### src/rtl/fletcher_pkg.sv
// Shared definitions for the Fletcher checksum checker: FSM states,
// default checksum width and the lane modulus.
package fletcher_pkg;

    localparam int DEFAULT_CHECKSUM_WIDTH = 16;

    typedef enum logic [1:0] {
        IDLE   = 2'd0,
        ACCUM  = 2'd1,
        RESULT = 2'd2
    } state_t;

    // Lane modulus 2^dw - 1 for a lane of dw bits
    function automatic int unsigned modulus(input int unsigned dw);
        return (32'd1 << dw) - 32'd1;
    endfunction

endpackage

### src/rtl/fletcher_mod_add.sv
// Combinational (a + b) mod (2^DW - 1) adder. One conditional subtract is
// enough because a is always reduced and b is at most the all-ones value;
// an all-ones result folds to zero.
module fletcher_mod_add
    import fletcher_pkg::*;
#(
    parameter int DW = 8
) (
    input  logic [DW-1:0] a,
    input  logic [DW-1:0] b,
    output logic [DW-1:0] sum
);

    localparam logic [DW:0] MOD = (DW+1)'(modulus(DW));

    logic [DW:0] raw;
    logic [DW:0] reduced;

    // Widened add followed by a single reduction step
    always_comb begin
        raw     = {1'b0, a} + {1'b0, b};
        reduced = (raw >= MOD) ? (raw - MOD) : raw;
        sum     = reduced[DW-1:0];
    end

endmodule

### config.mk
export PLATFORM = sky130hd
export DESIGN_NAME = fletcher_mod_add
export DESIGN_NICKNAME = d
export VERILOG_FILES = /design/src/rtl/fletcher_pkg.sv /design/src/rtl/fletcher_mod_add.sv
export SDC_FILE = /design/constraint.sdc
export NUM_CORES = 1
export LEC_CHECK = 0
export CORE_MARGIN = 1
export CORE_UTILIZATION = 47
export DETAILED_ROUTE_END_ITERATION = 12
export GPL_TIMING_DRIVEN = 0
export PLACE_DENSITY = 0.87
export SYNTH_ARGS = -nofsm -noshare
export SYNTH_HDL_FRONTEND = slang
export SYNTH_SLANG_ARGS = --single-unit
### constraint.sdc
create_clock -name vclk -period 4.2
set_input_delay 0.84 -clock vclk [all_inputs]
set_output_delay 0.84 -clock vclk [all_outputs]
set_load 0.005 [all_outputs]
==> qor.txt <==
switching share of total power = 49.8%
Critical Path End = sum[1]
clkbuf count = 0
top-count cell post-synth = ha_1
post-DR wirelength/cell = 15.8 um
endpoints failing hold = 0
initial cell density of the core = 53.0%
Hold Path Depth = 4
Core Area = 1170 um2
final WL = 1.96 mm
initial DRC count = 18
hold_sp = b[0]
worst slew pin tran = 437 ps
initial antenna violation count = 0
cell taking the most area after synthesis = ha_1
min cycle time layout = 4150 ps
full die area = 1470 um2
Crit path required time = 3360 ps
Finished Cell Area = 1000 um2
fin crit share = 98.9%
peak supply drop = 114 uV
Nets = 138
vias per cell = 6.18
Synth Instances = 76
Area after DPL = 878 um2
First-pass DRT Iterations = 4
clock network fraction of design power = 0%
Rows = 12
post-route ant nets = 0
Total GRT Usage = 26.1%
Hold Crit Class = in2out
# setup viols final = 0
Max Cap Violations = 0
Synth top cells by count = ha_1, a21oi_1, a21o_1, nand2_1, o21ai_0
aggregate global routing overflow = 0
Worst EP arrival = 3310 ps
hold-fix buffers at CTS = 0
Slew HR = 70.6%
Pwr Density = 212 nW/um2
Logic pwr share = 100.0%
Die X = 38.3 um
Setup CP Type = in2out
Die Span Y = 38.3 um
Area growth syn-to-layout = 61.5%
Unique masters post-synth = 36
DP HPWL = 1.25 mm
Sw Pwr = 0.106 mW
port bufs = 24
share of the synthesized area in the top cell type = 18.1%
Ant. Diodes = 0
Synth Area per Inst = 8.17 um2
Tot Pwr = 0.212 mW
Vias = 766
largest net degree at the start of global routing = 9
Sequential Power Share = 0%
fmax = 241 MHz
crit path capture type = output pin
area occupied by registers = 0 um2
synthesized area = 621 um2
Int Power = 0.107 mW
sequential area share after synthesis = 0%
synth warn = 0
Startpoint Class = input port
crit path max fanout = 4
I/O pin cnt = 24
share of cells above drive strength 1 = 31.8%
number of sequential cells = 0
status = finished clean
Placer Congestion = 0.754
drt drc = 0
vias in the first global route = 737
Setup crit start = a[1]
Max Slew Vio Count = 0
leak pwr = 0.450 nW
dominant cells by area after synthesis = ha_1, a21o_1, a21oi_1
global-route wire length before repair = 2.88 mm
Syn Nets = 102
## metal layers
metal	track usage [%]	up-vias	wire length (um)
li1	-	364	-
met1	28.5	372	761
met2	54.2	26	1110
met3	1.16	4	63
met4	4.31	0	21
met5	0	-	0
## critical path: stages
cell	delay, ps
clkdlybuf4s50_1	470
fa_2	440
a21o_1	220
a21o_1	220
xor2_2	240
nand3_4	140
o31ai_4	330
mux2_4	330
clkbuf_2	110
## final cells by class
cell class         count  area (um2)
multi-input cells     74         678
repair buffers        34         299
fillers               70         169
well taps             14        17.5
inverters              2        7.51
## cells by family (layout without fill, tap and decap cells)
kind of cell,after synthesis,in the layout,synth area share (%)
AOI/OAI and AO/OA,29,29,36.3
and+or+nand+nor,25,25,24.2
adders and majority gates,10,10,21.4
xor gates and xnor gates,7,7,11.1
muxes,3,3,5.85
buffers and inverters,2,36,1.21
## power groups by stage
stage                     Clock, mW  Sequential [mW]  Combinational (mW)
after floorplan                   0                0               0.114
after global placement            0                0               0.177
after detailed placement          0                0               0.184
after CTS                         0                0               0.195
after global routing              0                0               0.229
final                             0                0               0.212
## through the flow
step	instances	setup TNS, ps	hold WS [ps]	utilization, %	worst slack [ps]
after detailed placement	114	-2780	2840	75.0	-535
final	124	0	2140	85.6	45.5
after CTS	120	-174	2640	81.5	-125
after global routing	124	-135	2160	85.6	-50.8
after floorplan	76	0	1900	-	469
after global placement	114	-2300	2810	75.0	-486
## what timing repair did
| action | CTS | global route |
|---|---|---|
| pin swaps | 9 | 7 |
| hold endpoints to repair | 0 | 0 |
| buffers inserted | 6 | 4 |
| setup endpoints to repair | 8 | 8 |
| resized for setup | 18 | 14 |
| gates cloned | 0 | 0 |
## layout by cell type, fill, tap and decap left out, types with 2 or more instances in the layout
master           Yosys  layout
a21o_1               5       5
a21oi_1              7       7
a31oi_1              2       2
and3_1               2       2
buf_4                0      10
clkbuf_2             0       2
clkdlybuf4s50_1      0      14
dlygate4sd2_1        0       5
dlymetal6s2s_1       0       2
ha_1                 9       6
ha_2                 0       3
inv_1                2       2
nand2_1              5       5
nand3_1              3       3
nor2_1               3       3
nor3_1               3       2
o21ai_0              5       2
o21ai_1              0       2
xnor2_2              1       2
xor2_1               4       2
xor2_2               0       2
## how the worst min path moves through the flow
stage / to / slack (ps)
floorplan: sum[0] / 1900
global placement: sum[0] / 2810
detailed placement: sum[0] / 2840
CTS: sum[0] / 2640
global route: sum[0] / 2160
finish: sum[0] / 2140
Power figures use the tool's default switching activity.
